### config.mk
export PLATFORM = sky130hd
export DESIGN_NAME = lif_array
export DESIGN_NICKNAME = d
export VERILOG_FILES = /design/src/rtl/lif_array.sv
export SDC_FILE = /design/constraint.sdc
export NUM_CORES = 1
export LEC_CHECK = 0
export ABC_CLOCK_PERIOD_IN_PS = 4500
export BUFFER_PORTS_ARGS = -buffer_cell sky130_fd_sc_hd__buf_2
export CAP_MARGIN = 20
export CORE_MARGIN = 2
export CORE_UTILIZATION = 36
export CTS_CLUSTER_DIAMETER = 100
export DETAILED_ROUTE_END_ITERATION = 7
export SYNTH_ARGS = -nofsm -noshare
export SYNTH_HDL_FRONTEND = slang
export SYNTH_SLANG_ARGS = --single-unit
### constraint.sdc
create_clock -name clk -period 4.5 [get_ports clk]
set_clock_uncertainty 0.2 [all_clocks]
set_input_delay 0.225 -clock clk [delete_from_list [all_inputs] [get_ports clk]]
set_output_delay 0.225 -clock clk [all_outputs]
set_load 0.05 [all_outputs]
### src/rtl/lif_array.sv
// lif_array: bank of leaky integrate-and-fire neurons sharing one threshold.
// Each channel integrates its current once per enabled step, saturates the
// membrane at 2^WIDTH-1 and emits a registered one-cycle spike.
// Optional feature macro: LIF_RESET_SUBTRACT_EN selects reset-by-subtraction
// (post-spike state = v - threshold); undefined resets the membrane to zero.
module lif_array #(
  parameter int unsigned WIDTH          = 8,
  parameter int unsigned CHANNELS       = 4,
  parameter int unsigned LEAK_SHIFT     = 1,
  parameter int unsigned THRESH_INIT    = 127,
  parameter int unsigned REFRACT_CYCLES = 0
) (
  input  logic                      clk,
  input  logic                      rst_n,
  input  logic                      en,
  input  logic [CHANNELS*WIDTH-1:0] current,
  input  logic                      thr_load,
  input  logic [WIDTH-1:0]          thr_in,
  output logic [WIDTH-1:0]          threshold,
  output logic [CHANNELS*WIDTH-1:0] state,
  output logic [CHANNELS-1:0]       spike,
  output logic [CHANNELS-1:0]       refractory
);

  // Counter is kept one bit wide when the refractory period is disabled.
  localparam int unsigned CntW = (REFRACT_CYCLES > 0) ? $clog2(REFRACT_CYCLES + 1) : 1;

  logic [CHANNELS*WIDTH-1:0] state_q, state_d;
  logic [CHANNELS-1:0]       spike_q, spike_d;
  logic [WIDTH-1:0]          thr_q, thr_d;
  logic [CntW-1:0]           cnt_q [CHANNELS];
  logic [CntW-1:0]           cnt_d [CHANNELS];
  logic [WIDTH:0]            sum   [CHANNELS];
  logic [WIDTH-1:0]          v     [CHANNELS];

  // Next-state: integrate, leak, saturate and fire each channel independently.
  always_comb begin
    state_d = state_q;
    spike_d = '0;
    cnt_d   = cnt_q;
    thr_d   = thr_load ? thr_in : thr_q;
    for (int unsigned i = 0; i < CHANNELS; i++) begin
      sum[i] = {1'b0, current[i*WIDTH +: WIDTH]} +
               {1'b0, (state_q[i*WIDTH +: WIDTH] >> LEAK_SHIFT)};
      v[i]   = sum[i][WIDTH] ? '1 : sum[i][WIDTH-1:0];
      if (en) begin
        if (cnt_q[i] != '0) begin
          cnt_d[i] = cnt_q[i] - CntW'(1);
        end else if (v[i] >= thr_q) begin
          spike_d[i] = 1'b1;
          cnt_d[i]   = CntW'(REFRACT_CYCLES);
`ifdef LIF_RESET_SUBTRACT_EN
          state_d[i*WIDTH +: WIDTH] = v[i] - thr_q;
`else
          state_d[i*WIDTH +: WIDTH] = '0;
`endif
        end else begin
          state_d[i*WIDTH +: WIDTH] = v[i];
        end
      end
    end
  end

  // State registers with synchronous active-low reset.
  always_ff @(posedge clk) begin
    if (!rst_n) begin
      state_q <= '0;
      spike_q <= '0;
      thr_q   <= WIDTH'(THRESH_INIT);
      for (int unsigned i = 0; i < CHANNELS; i++) begin
        cnt_q[i] <= '0;
      end
    end else begin
      state_q <= state_d;
      spike_q <= spike_d;
      thr_q   <= thr_d;
      cnt_q   <= cnt_d;
    end
  end

  // Refractory flag is simply "counter non-zero".
  always_comb begin
    refractory = '0;
    for (int unsigned i = 0; i < CHANNELS; i++) begin
      refractory[i] = (cnt_q[i] != '0);
    end
  end

  assign threshold = thr_q;
  assign state     = state_q;
  assign spike     = spike_q;

endmodule

# Yosys cells after proc, flatten, opt, wreduce, memory -nomap -nowiden
# Index checks and enable logic that the tools add are counted.
[op_classes]
add_sub_neg = 8
n_lt_le_gt_ge = 4
muxes = 16
bitwise = 6
reduce_logical = 8
[ops]
columns = ["operator", "n"]
rows = [
  ["2-to-1 mux 8 bit", 8],
  ["adder 8 x 7 -> 9 bit", 4],
  ["greater-or-equal comparator 8 bit", 4],
  ["OR reduction 3 bit", 4],
  ["2-to-1 mux 1 bit", 8],
  ["AND reduction 2 bit", 4],
  ["NOT 1 bit", 6],
  ["subtractor 1 bit, second input constant", 4],
]
[word_totals]
reg_bits = 48
inputBits = 44
out_inout_bits = 48
elab_cells = 55

# Logic depth before layout (Yosys ltp)
# Gate-level depths: netlist (run 1).
[logic_depth]
depth_word = 4
depth_mapped = 15

# Least setup slack after synthesis (run 1)
# Ideal clock, no wire load.
[synth_timing]
path_kind = "register to register"
start = "register state_q[1] (netlist: state[1])"
end = "register state_q[7] (netlist: state[7])"
setup_ns = 0.087
arrival_time_ns = 3.433
t_required_ns = 4.213
path_slack_ns = 0.780
stages_incl_launch_ff = 15
path_buffers = 0
cell_sequence = "dfxtp_1 > ha_1 > fa_1 > a21oi_1 > nor2b_1 > a31oi_1 > a2bb2oi_4 > and2b_1 > ha_1 > nand2b_1 > a21o_1 > a2111oi_2 > o31a_2 > nand2_1 > o31ai_1"
[synth_between]
elab_chain_cells = 4
[synth_rtl]
columns = ["element", "line_no", "source"]
rows = [
  ["start: declaration", "28", "logic [CHANNELS*WIDTH-1:0] state_q, state_d;"],
  ["start signal: assignment", "74", "state_q <= state_d;"],
  ["adder 8 x 7 -> 9 bit *", "43", "sum[i] = {1'b0, current[i*WIDTH +: WIDTH]} +"],
  ["2-to-1 mux 8 bit *", "45", "v[i] = sum[i][WIDTH] ? '1 : sum[i][WIDTH-1:0];"],
  ["greater-or-equal comparator 8 bit", "49", "end else if (v[i] >= thr_q) begin"],
  ["2-to-1 mux 8 bit *", "49", ""],
]
# Mark *: on every way between the ends. The rest lies on a longest branch, timed or not.
# A chain may end at the register's enable or synchronous reset.

# Worst setup path in the final report (run 1)
# Same ends and word-level chain as after synthesis.

==> results.sh, run 1 <==
export IMPL_synth_area_per_cell_um2=9.28
export IMPL_worstRegToRegCells=14
export IMPL_top_layer_used="met4"
export IMPL_reg2reg_slack_ns=0.74
export IMPL_p_leak_nw=2.12
export IMPL_r2r_start="state[1]"
export IMPL_critical_path_class="reg -> reg"
export IMPL_final_nets=579
export IMPL_fin_crit_sh_pct=83.6
export IMPL_clk_pin_slew_worst_paths_ns=0.09
export IMPL_setup_viol=0
export IMPL_clockBufferDepth=2
export IMPL_synth_flop_cell="dfxtp_1"
export IMPL_drv_slew=0
export IMPL_status="finished, final reports clean"
export IMPL_drt_met1_wl_um=4040
export IMPL_synth_edff_count=0
export IMPL_cts_tree="done"
export IMPL_antenna_found_initial=0
export IMPL_first_pass_iters=4
export IMPL_max_cap_violations=0
export IMPL_ys_types=53
export IMPL_critPathMaxStageDelay_ns=0.41
export IMPL_yosysSeqAreaShare_pct=25.1
export IMPL_met2_length_um=4110
export IMPL_ys_ff_latch=44
export IMPL_cp_common_cell="ha_1"
export IMPL_routed_wl_um=8520
export IMPL_min_path_type="in -> reg"
export IMPL_rows=36
export IMPL_grt_usage_pct=16.7
export IMPL_wl_per_cell_um=14.1
export IMPL_via_per_inst=5.07
export IMPL_power_per_cell_area_nw_per_um2=332
export IMPL_root_buffer="clkbuf_8"
export IMPL_diodes=0
export IMPL_wl_met3_um=308
export IMPL_io_pins=92
export IMPL_die_y_um=103
export IMPL_drc=0
export IMPL_worstPathArrival_ns=3.78
export IMPL_grt_max_degree=18
export IMPL_fin_cells=605
export IMPL_ir_drop_mv=0.150
export IMPL_chipWidth_um=103
export IMPL_fin_util_pct=44.1
export IMPL_dieArea_um2=10600
export IMPL_hpwl_um=6920
export IMPL_relSlewSlack_pct=52.8
export IMPL_postRouteAntennaNets=0
export IMPL_grt_setup_unrepaired="no"
export IMPL_grt_pass1_vias=2976
export IMPL_setup_tns_ns=0
export IMPL_tightest_slew_ns=0.705
export IMPL_cts_sink_count=44
export IMPL_ys_top_cells_by_count="60 x ha_1, 44 x dfxtp_1, 31 x nor2_1"
export IMPL_synth_area_top_cells="dfxtp_1 25%, ha_1 21%, a22o_2 4.0%"
export IMPL_area_delta_synth_final_pct=20.5
export IMPL_coreArea_um2=9590
export IMPL_synth_cells=378
export IMPL_cp_slowest_cell="fa_1"
export IMPL_io_buffers=87
export IMPL_r2r_end="state[7]"
export IMPL_fmax_mhz=266
export IMPL_drt_iter0_markers=40
export IMPL_cp_max_fo=8
export IMPL_holdPathEnd="threshold[2]"
export IMPL_clock_latency_ns=0.30
export IMPL_end_kind="flip-flop"
export IMPL_grt_pass1_wl_um=14100
export IMPL_post_synth_top_area_cell="dfxtp_1"
export IMPL_grt_overflow=0
export IMPL_post_synth_top_count_cell="ha_1"
export IMPL_start_util_pct=36.6
export IMPL_hold_viol=0
export IMPL_setup_worst_path_start_class="flip-flop"
export IMPL_crit_chain="ha_1 -> fa_1 -> a21oi_1 -> nor2b_1 -> a31oi_1 -> a2bb2oi_4 -> and2b_1 -> ha_1 -> nand2b_1 -> a21o_1 -> a2111oi_2 -> o31a_2 -> nand2_1 -> o31ai_1"
export IMPL_hold_start="rst_n"
export IMPL_vias=3068
export IMPL_dp_cells=588
export IMPL_whs_ns=0.0378
export IMPL_whs_path_depth=2
export IMPL_synth_top_cell_area_share_pct=25.1
export IMPL_yosysWarnings=0
export IMPL_netlist_area_um2=3510
export IMPL_htree_levels=2
export IMPL_cts_buffers=5
export IMPL_drive_above_1_share_pct=28.0
export IMPL_place_congestion=0.843
export IMPL_synthArstFlopShare_pct=0
export IMPL_finalCriticalPeriod_ns=3.76
export IMPL_required_ns=4.52
-- logic make-up after synthesis --
group	count (synthesis)	share of synthesized area [%]
AND/OR/NAND/NOR	112	16.1
buffers and inverters	23	3.46
XOR/XNOR	12	2.99
AO/OA/AOI/OAI	118	27.4
other	1	0.107
flip-flops	44	25.1
adder cells (fa/ha/maj)	64	23.7
multiplexers	4	1.14
-- sequential cells by signal (all words and copies together) (netlist names) --
name       flops
spike          4
threshold      8
state         32
-- worst max-delay path by stage --
stage          startpoint       end  cells after the start
4_1_cts          state[1]  state[0]                     14
3_3_place_gp   current[0]  state[7]                     15
3_5_place_dp   current[0]  state[7]                     15
2_1_floorplan    state[1]  state[7]                     14
5_1_grt          state[1]  state[7]                     14
6_report         state[1]  state[7]                     14
-- metal layers --
metal	global-route usage (%)	up-vias
met5	0	-
met4	3.95	0
met3	1.42	6
met2	28.8	63
met1	22.7	1405
li1	-	1594
-- critical path: cells and delay by family, from the launching register on --
| kind | cells | cell delay, ns |
|---|---|---|
| compound gates | 7 | 1.81 |
| fa+ha+maj | 3 | 0.85 |
| flops | 1 | 0.34 |
| simple gates | 4 | 0.48 |
-- layout make-up --
class / count / area (µm²)
fill: 975 / 5370
multi-input combinational: 314 / 2520
sequential: 44 / 881
timing repair buffer: 97 / 533
tap: 133 / 166
clock buffer: 7 / 86.3
inverter: 9 / 33.8
clock inverter: 1 / 7.51
-- per-stage QoR --
stage          power [mW]  cell area, µm²  worst slack, ns
2_1_floorplan       0.995            3520            0.780
3_3_place_gp         1.13            4050            0.782
3_5_place_dp         1.15            4050            0.713
4_1_cts              1.42            4230            0.711
5_1_grt              1.51            4230            0.390
6_report             1.40            4230            0.736
-- where the power goes --
part / internal [mW] / switching, mW / leakage (nW)
Clock: 0.125 / 0.138 / 0.0445
Combinational: 0.262 / 0.420 / 1.71
Sequential: 0.427 / 0.0307 / 0.361
Total: 0.814 / 0.589 / 2.12
-- cells in the final DEF (no fill, tap or decap), types with 5 or more instances in the layout --
cell type      instances
nand2_1               26
o21bai_1               5
xnor2_1                6
nor3_1                12
dlygate4sd3_1          9
o211ai_1               8
a21oi_1               19
a32o_1                 6
o21ai_0               12
nand3_1                6
a22o_2                14
clkbuf_8               6
nor2b_1                5
nand2b_1              13
buf_2                 87
xor2_1                 6
a22o_1                 7
ha_1                  60
dfxtp_1               44
a211oi_1               8
inv_1                  9
nor2_1                31
a21o_1                11
-- timing repair --
| item | CTS | global route |
|---|---|---|
| buffers inserted | 0 | 0 |
| gates resized for setup | 0 | 0 |
| hold endpoints to repair | 8 | 0 |
| hold buffers | 9 | 0 |
No activity file was read; power rests on OpenSTA's default activity.
==> run 2, diff against run 1 <==
--- a/config.mk
+++ b/config.mk
@@ -5,7 +5,7 @@
 export SDC_FILE = /design/constraint.sdc
 export NUM_CORES = 1
 export LEC_CHECK = 0
-export ABC_CLOCK_PERIOD_IN_PS = 4500
+export ABC_CLOCK_PERIOD_IN_PS = 3890
 export BUFFER_PORTS_ARGS = -buffer_cell sky130_fd_sc_hd__buf_2
 export CAP_MARGIN = 20
 export CORE_MARGIN = 2
==> constraint.sdc (replaced) <==
create_clock -name clk -period 3.89 [get_ports clk]
set_clock_uncertainty 0.2 [all_clocks]
set_input_delay 0.1945 -clock clk [delete_from_list [all_inputs] [get_ports clk]]
set_output_delay 0.1945 -clock clk [all_outputs]
set_load 0.05 [all_outputs]
==> run 2 against run 1 <==
Net effect:
- clock power up 18%
- non-clock buffer count up 5
- maximum frequency up 3.4%
- routed wire length up 3.0%
- design area up 0.89%
- sequential power up 16%
- critical endpoint unchanged
==> results.sh, run 2 (synthesized netlist as in run 1, its figures left out) <==
export IMPL_status="finished, final reports clean"
export IMPL_r2r_start="state[1]"
export IMPL_postRouteAntennaNets=0
export IMPL_tightest_slew_ns=0.756
export IMPL_holdPathEnd="threshold[3]"
export IMPL_grt_setup_unrepaired="no"
export IMPL_cp_max_fo=8
export IMPL_r2r_end="state[7]"
export IMPL_area_delta_synth_final_pct=21.6
export IMPL_required_ns=3.91
export IMPL_chipWidth_um=103
export IMPL_io_buffers=87
export IMPL_place_congestion=0.825
export IMPL_root_buffer="clkbuf_8"
export IMPL_via_per_inst=5.15
export IMPL_layout_commonest_cell="buf_2"
export IMPL_place_ws_ns=0.211
export IMPL_cts_sink_count=44
export IMPL_max_cap_violations=0
export IMPL_wl_per_cell_um=14.4
export IMPL_drv_slew=0
export IMPL_largest_reg_flops=32
export IMPL_clk_pin_slew_worst_paths_ns=0.09
export IMPL_crit_chain="ha_1 -> fa_1 -> a21oi_1 -> nor2b_1 -> a31oi_1 -> buf_4 -> a2bb2oi_4 -> and2b_1 -> ha_1 -> nand2b_1 -> a21o_1 -> a2111oi_2 -> o31a_2 -> nand2_1 -> o31ai_1"
export IMPL_routed_wl_um=8780
export IMPL_ir_drop_mv=0.178
export IMPL_io_pins=92
export IMPL_setup_viol=0
export IMPL_drt_iter0_markers=92
export IMPL_grt_overflow=0
export IMPL_start_util_pct=36.6
export IMPL_worstPathArrival_ns=3.66
export IMPL_clockBufferDepth=2
export IMPL_first_pass_iters=5
export IMPL_antenna_found_initial=0
export IMPL_grt_max_degree=18
export IMPL_coreArea_um2=9590
export IMPL_drc=0
export IMPL_dieArea_um2=10600
export IMPL_clock_latency_ns=0.30
export IMPL_whs_path_depth=2
export IMPL_grt_pass1_vias=3105
export IMPL_die_y_um=103
export IMPL_finalCriticalPeriod_ns=3.64
export IMPL_hold_start="rst_n"
export IMPL_cts_resized=0
export IMPL_rows=36
export IMPL_hold_viol=0
export IMPL_diodes=0
export IMPL_fin_crit_sh_pct=93.5
export IMPL_final_cell_mix="87 x buf_2, 60 x ha_1, 44 x dfxtp_1"
export IMPL_grt_usage_pct=17.3
export IMPL_p_leak_nw=2.14
export IMPL_finalPower_mw=1.64
export IMPL_end_kind="flip-flop"
export IMPL_min_path_type="in -> reg"
export IMPL_fmax_mhz=275
export IMPL_drive_above_1_share_pct=28.7
export IMPL_worstRegToRegCells=15
export IMPL_critical_path_class="reg -> reg"
export IMPL_final_nets=584
export IMPL_cts_tree="done"
export IMPL_setup_worst_path_start_class="flip-flop"
export IMPL_vias=3144
export IMPL_whs_ns=0.0115
export IMPL_htree_levels=2
export IMPL_cp_slowest_cell="fa_1"
export IMPL_grt_pass1_wl_um=14700
export IMPL_power_per_cell_area_nw_per_um2=385
export IMPL_fin_cells=610
export IMPL_cp_common_cell="ha_1"
export IMPL_setup_slack_ns=0.252
export IMPL_hpwl_um=7040
export IMPL_cp_startpoint="state[1]"
export IMPL_critPathMaxStageDelay_ns=0.41
export IMPL_dp_cells=589
export IMPL_relSlewSlack_pct=49.4
export IMPL_setup_tns_ns=0
export IMPL_cts_buffers=5
export IMPL_reg2reg_slack_ns=0.25
[run 2: how the worst max path moves through the flow]
stage               endpoint  slack, ns  cells after the start
finish              state[7]       0.25                     15
global route        state[7]      0.006                     15
CTS                 state[7]       0.19                     15
detailed placement  state[7]       0.21                     15
global placement    state[7]       0.30                     15
floorplan           state[7]       0.17                     14
[run 2: timing repair]
action                     CTS  global route
hold buffers                 9             0
hold endpoints to repair     8             0
buffers inserted             0             4
setup endpoints to repair    0             2
[run 2: layer usage]
| metal | global-route usage (%) | vias up | part of all wire [%] |
|---|---|---|---|
| met3 | 2.03 | 7 | 3.8 |
| met4 | 3.04 | 0 | 0.72 |
| met1 | 22.8 | 1466 | 48 |
| li1 | - | 1607 | - |
| met5 | 0 | - | 0 |
| met2 | 31.0 | 64 | 47 |
[run 2: layout make-up]
| cell class | count | area [µm²] |
|---|---|---|
| fillers | 981 | 5330 |
| multi-input cells | 314 | 2520 |
| flip-flops and latches | 44 | 881 |
| repair buffers | 102 | 571 |
| well taps | 133 | 166 |
| clock buffers | 7 | 86.3 |
| inverters | 9 | 33.8 |
| clock inverters | 1 | 7.51 |
[run 2: critical path, delay by kind of cell, from the launching register on]
family	cells	cell delay, ns
AOI/OAI and AO/OA	7	1.53
buffers and inverters	1	0.16
adders and majority gates	3	0.85
DFF	1	0.34
and+or+nand+nor	4	0.47
[run 2: where the power goes]
part,switching (mW),internal [mW]
logic,0.491,0.310
registers,0.0357,0.494
clock network,0.165,0.145
total,0.692,0.949
[run 2: through the flow]
stage               utilization, %  instance area, µm²
finish                        44.5                4270
global route                  44.5                4270
floorplan                        -                3520
global placement              42.2                4050
CTS                           44.2                4240
detailed placement            42.2                4050
==> run 3, diff against run 2 <==
--- a/config.mk
+++ b/config.mk
@@ -12,6 +12,7 @@
 export CORE_UTILIZATION = 36
 export CTS_CLUSTER_DIAMETER = 100
 export DETAILED_ROUTE_END_ITERATION = 7
+export REMOVE_ABC_BUFFERS = 1
 export SYNTH_ARGS = -nofsm -noshare
 export SYNTH_HDL_FRONTEND = slang
 export SYNTH_SLANG_ARGS = --single-unit
==> run 3 against run 2 <==
Net effect:
- via count increased by 0.73%
- clock power increased by 2%
- power grew 0.32%
- design area is 0.82% higher
- sequential power about the same
- flip-flop and latch count unchanged
- critical path type unchanged
- critical endpoint is now state[24]
- largest cell class unchanged
- highest routed layer unchanged
==> results.sh, run 3 (synthesized netlist as in run 1, its figures left out) <==
export IMPL_cts_sink_count=44
export IMPL_critical_path_class="reg -> reg"
export IMPL_hold_start="rst_n"
export IMPL_clk_pin_slew_worst_paths_ns=0.09
export IMPL_power_per_cell_area_nw_per_um2=383
export IMPL_place_ws_ns=0.189
export IMPL_layout_commonest_cell="buf_2"
export IMPL_cp_max_fo=8
export IMPL_grt_max_degree=19
export IMPL_setup_worst_path_start_class="flip-flop"
export IMPL_drv_slew=0
export IMPL_status="finished, final reports clean"
export IMPL_first_pass_iters=4
export IMPL_drt_iter0_markers=58
export IMPL_routed_wl_um=8960
export IMPL_finalPower_mw=1.65
export IMPL_diodes=0
export IMPL_setup_viol=0
export IMPL_antenna_found_initial=0
export IMPL_via_per_inst=5.18
export IMPL_grt_usage_pct=17.1
export IMPL_r2r_end="state[24]"
export IMPL_final_nets=585
export IMPL_fin_crit_sh_pct=92.5
export IMPL_fmax_mhz=278
export IMPL_worstPathArrival_ns=3.65
export IMPL_end_kind="flip-flop"
export IMPL_root_buffer="clkbuf_8"
export IMPL_relSlewSlack_pct=47.9
export IMPL_dieArea_um2=10600
export IMPL_final_cell_mix="87 x buf_2, 60 x ha_1, 44 x dfxtp_1"
export IMPL_fin_util_pct=44.8
export IMPL_largest_reg_flops=32
export IMPL_coreArea_um2=9590
export IMPL_clock_latency_ns=0.32
export IMPL_vias=3167
export IMPL_cts_tree="done"
export IMPL_clockBufferDepth=2
export IMPL_p_leak_nw=2.14
export IMPL_chipWidth_um=103
export IMPL_grt_pass1_vias=3018
export IMPL_reg2reg_slack_ns=0.29
export IMPL_area_delta_synth_final_pct=22.6
export IMPL_max_cap_violations=0
export IMPL_dpl_cell_area_um2=4050
export IMPL_hpwl_um=7050
export IMPL_drc=0
export IMPL_drive_above_1_share_pct=28.2
export IMPL_worstRegToRegCells=13
export IMPL_tightest_slew_ns=0.777
export IMPL_whs_ns=0.00973
export IMPL_io_pins=92
export IMPL_finalInstanceArea_um2=4300
export IMPL_place_congestion=0.807
export IMPL_holdPathEnd="threshold[5]"
export IMPL_min_path_type="in -> reg"
export IMPL_whs_path_depth=2
export IMPL_start_util_pct=36.6
export IMPL_postRouteAntennaNets=0
export IMPL_htree_levels=2
export IMPL_dp_cells=589
export IMPL_cts_setup_buffers=0
export IMPL_setup_tns_ns=0
export IMPL_grt_pass1_wl_um=14300
export IMPL_wl_per_cell_um=14.7
export IMPL_fin_cells=611
export IMPL_grt_setup_unrepaired="no"
export IMPL_io_buffers=87
export IMPL_setup_slack_ns=0.294
export IMPL_required_ns=3.94
export IMPL_r2r_start="state[25]"
export IMPL_die_y_um=103
export IMPL_cts_buffers=5
export IMPL_hold_viol=0
export IMPL_finalCriticalPeriod_ns=3.60
export IMPL_grt_overflow=0
export IMPL_ir_drop_mv=0.169
export IMPL_rows=36
## run 3: cell types whose count changed in the layout (fill, tap and decap cells not counted), sizes merged
cell         previous run  this run
clkbuf                  7         5
dlygate4sd3             9        14
buf                    93        89
inv                     9        11
## run 3: power by group
group          switching [mW]  internal, mW  total, mW
Sequential             0.0358         0.494      0.530
Clock                   0.184         0.131      0.316
Combinational           0.492         0.309      0.800
Total                   0.712         0.934       1.65
## run 3: per-layer routing
metal | global-route usage, % | share of wire [%]
met5 | 0 | 0
met4 | 3.24 | 0.64
met3 | 3.19 | 4.2
met2 | 28.8 | 47
met1 | 23.2 | 48
## run 3: critical path, stage by stage (launching register included)
cell      delay [ns]
dfxtp_1         0.34
ha_1            0.22
fa_1            0.43
a211o_1         0.31
o211ai_1        0.14
nor2_1          0.07
o21a_1          0.22
nand2b_1        0.18
ha_1            0.30
a211oi_1        0.26
a211oi_1        0.16
nor4_4          0.46
o21ai_0         0.17
nand2_1         0.08
## run 3: area by class of cell
| cell class | count | area (µm²) |
|---|---|---|
| fill | 979 | 5290 |
| sequential | 44 | 881 |
| clock buffer | 5 | 68.8 |
| tap | 133 | 166 |
| clock inverter | 3 | 25.0 |
| inverter | 9 | 33.8 |
| multi-input combinational | 314 | 2540 |
| timing repair buffer | 103 | 591 |
## run 3: how the worst max path moves through the flow
stage                     slack (ns)       from   endpoint  cells after the start
after global routing           0.009  state[25]  state[24]                     13
after CTS                       0.19   state[1]   state[0]                     14
after floorplan                 0.16   state[1]   state[7]                     14
final                           0.29  state[25]  state[24]                     13
after global placement          0.31   state[1]   state[7]                     14
after detailed placement        0.19   state[1]   state[0]                     14
## run 3: repair_timing
| item | CTS | global route |
|---|---|---|
| setup endpoints to repair | 0 | 2 |
| endpoints found under the hold margin | 8 | 0 |
| resized for setup | 0 | 2 |
| hold buffers | 14 | 0 |
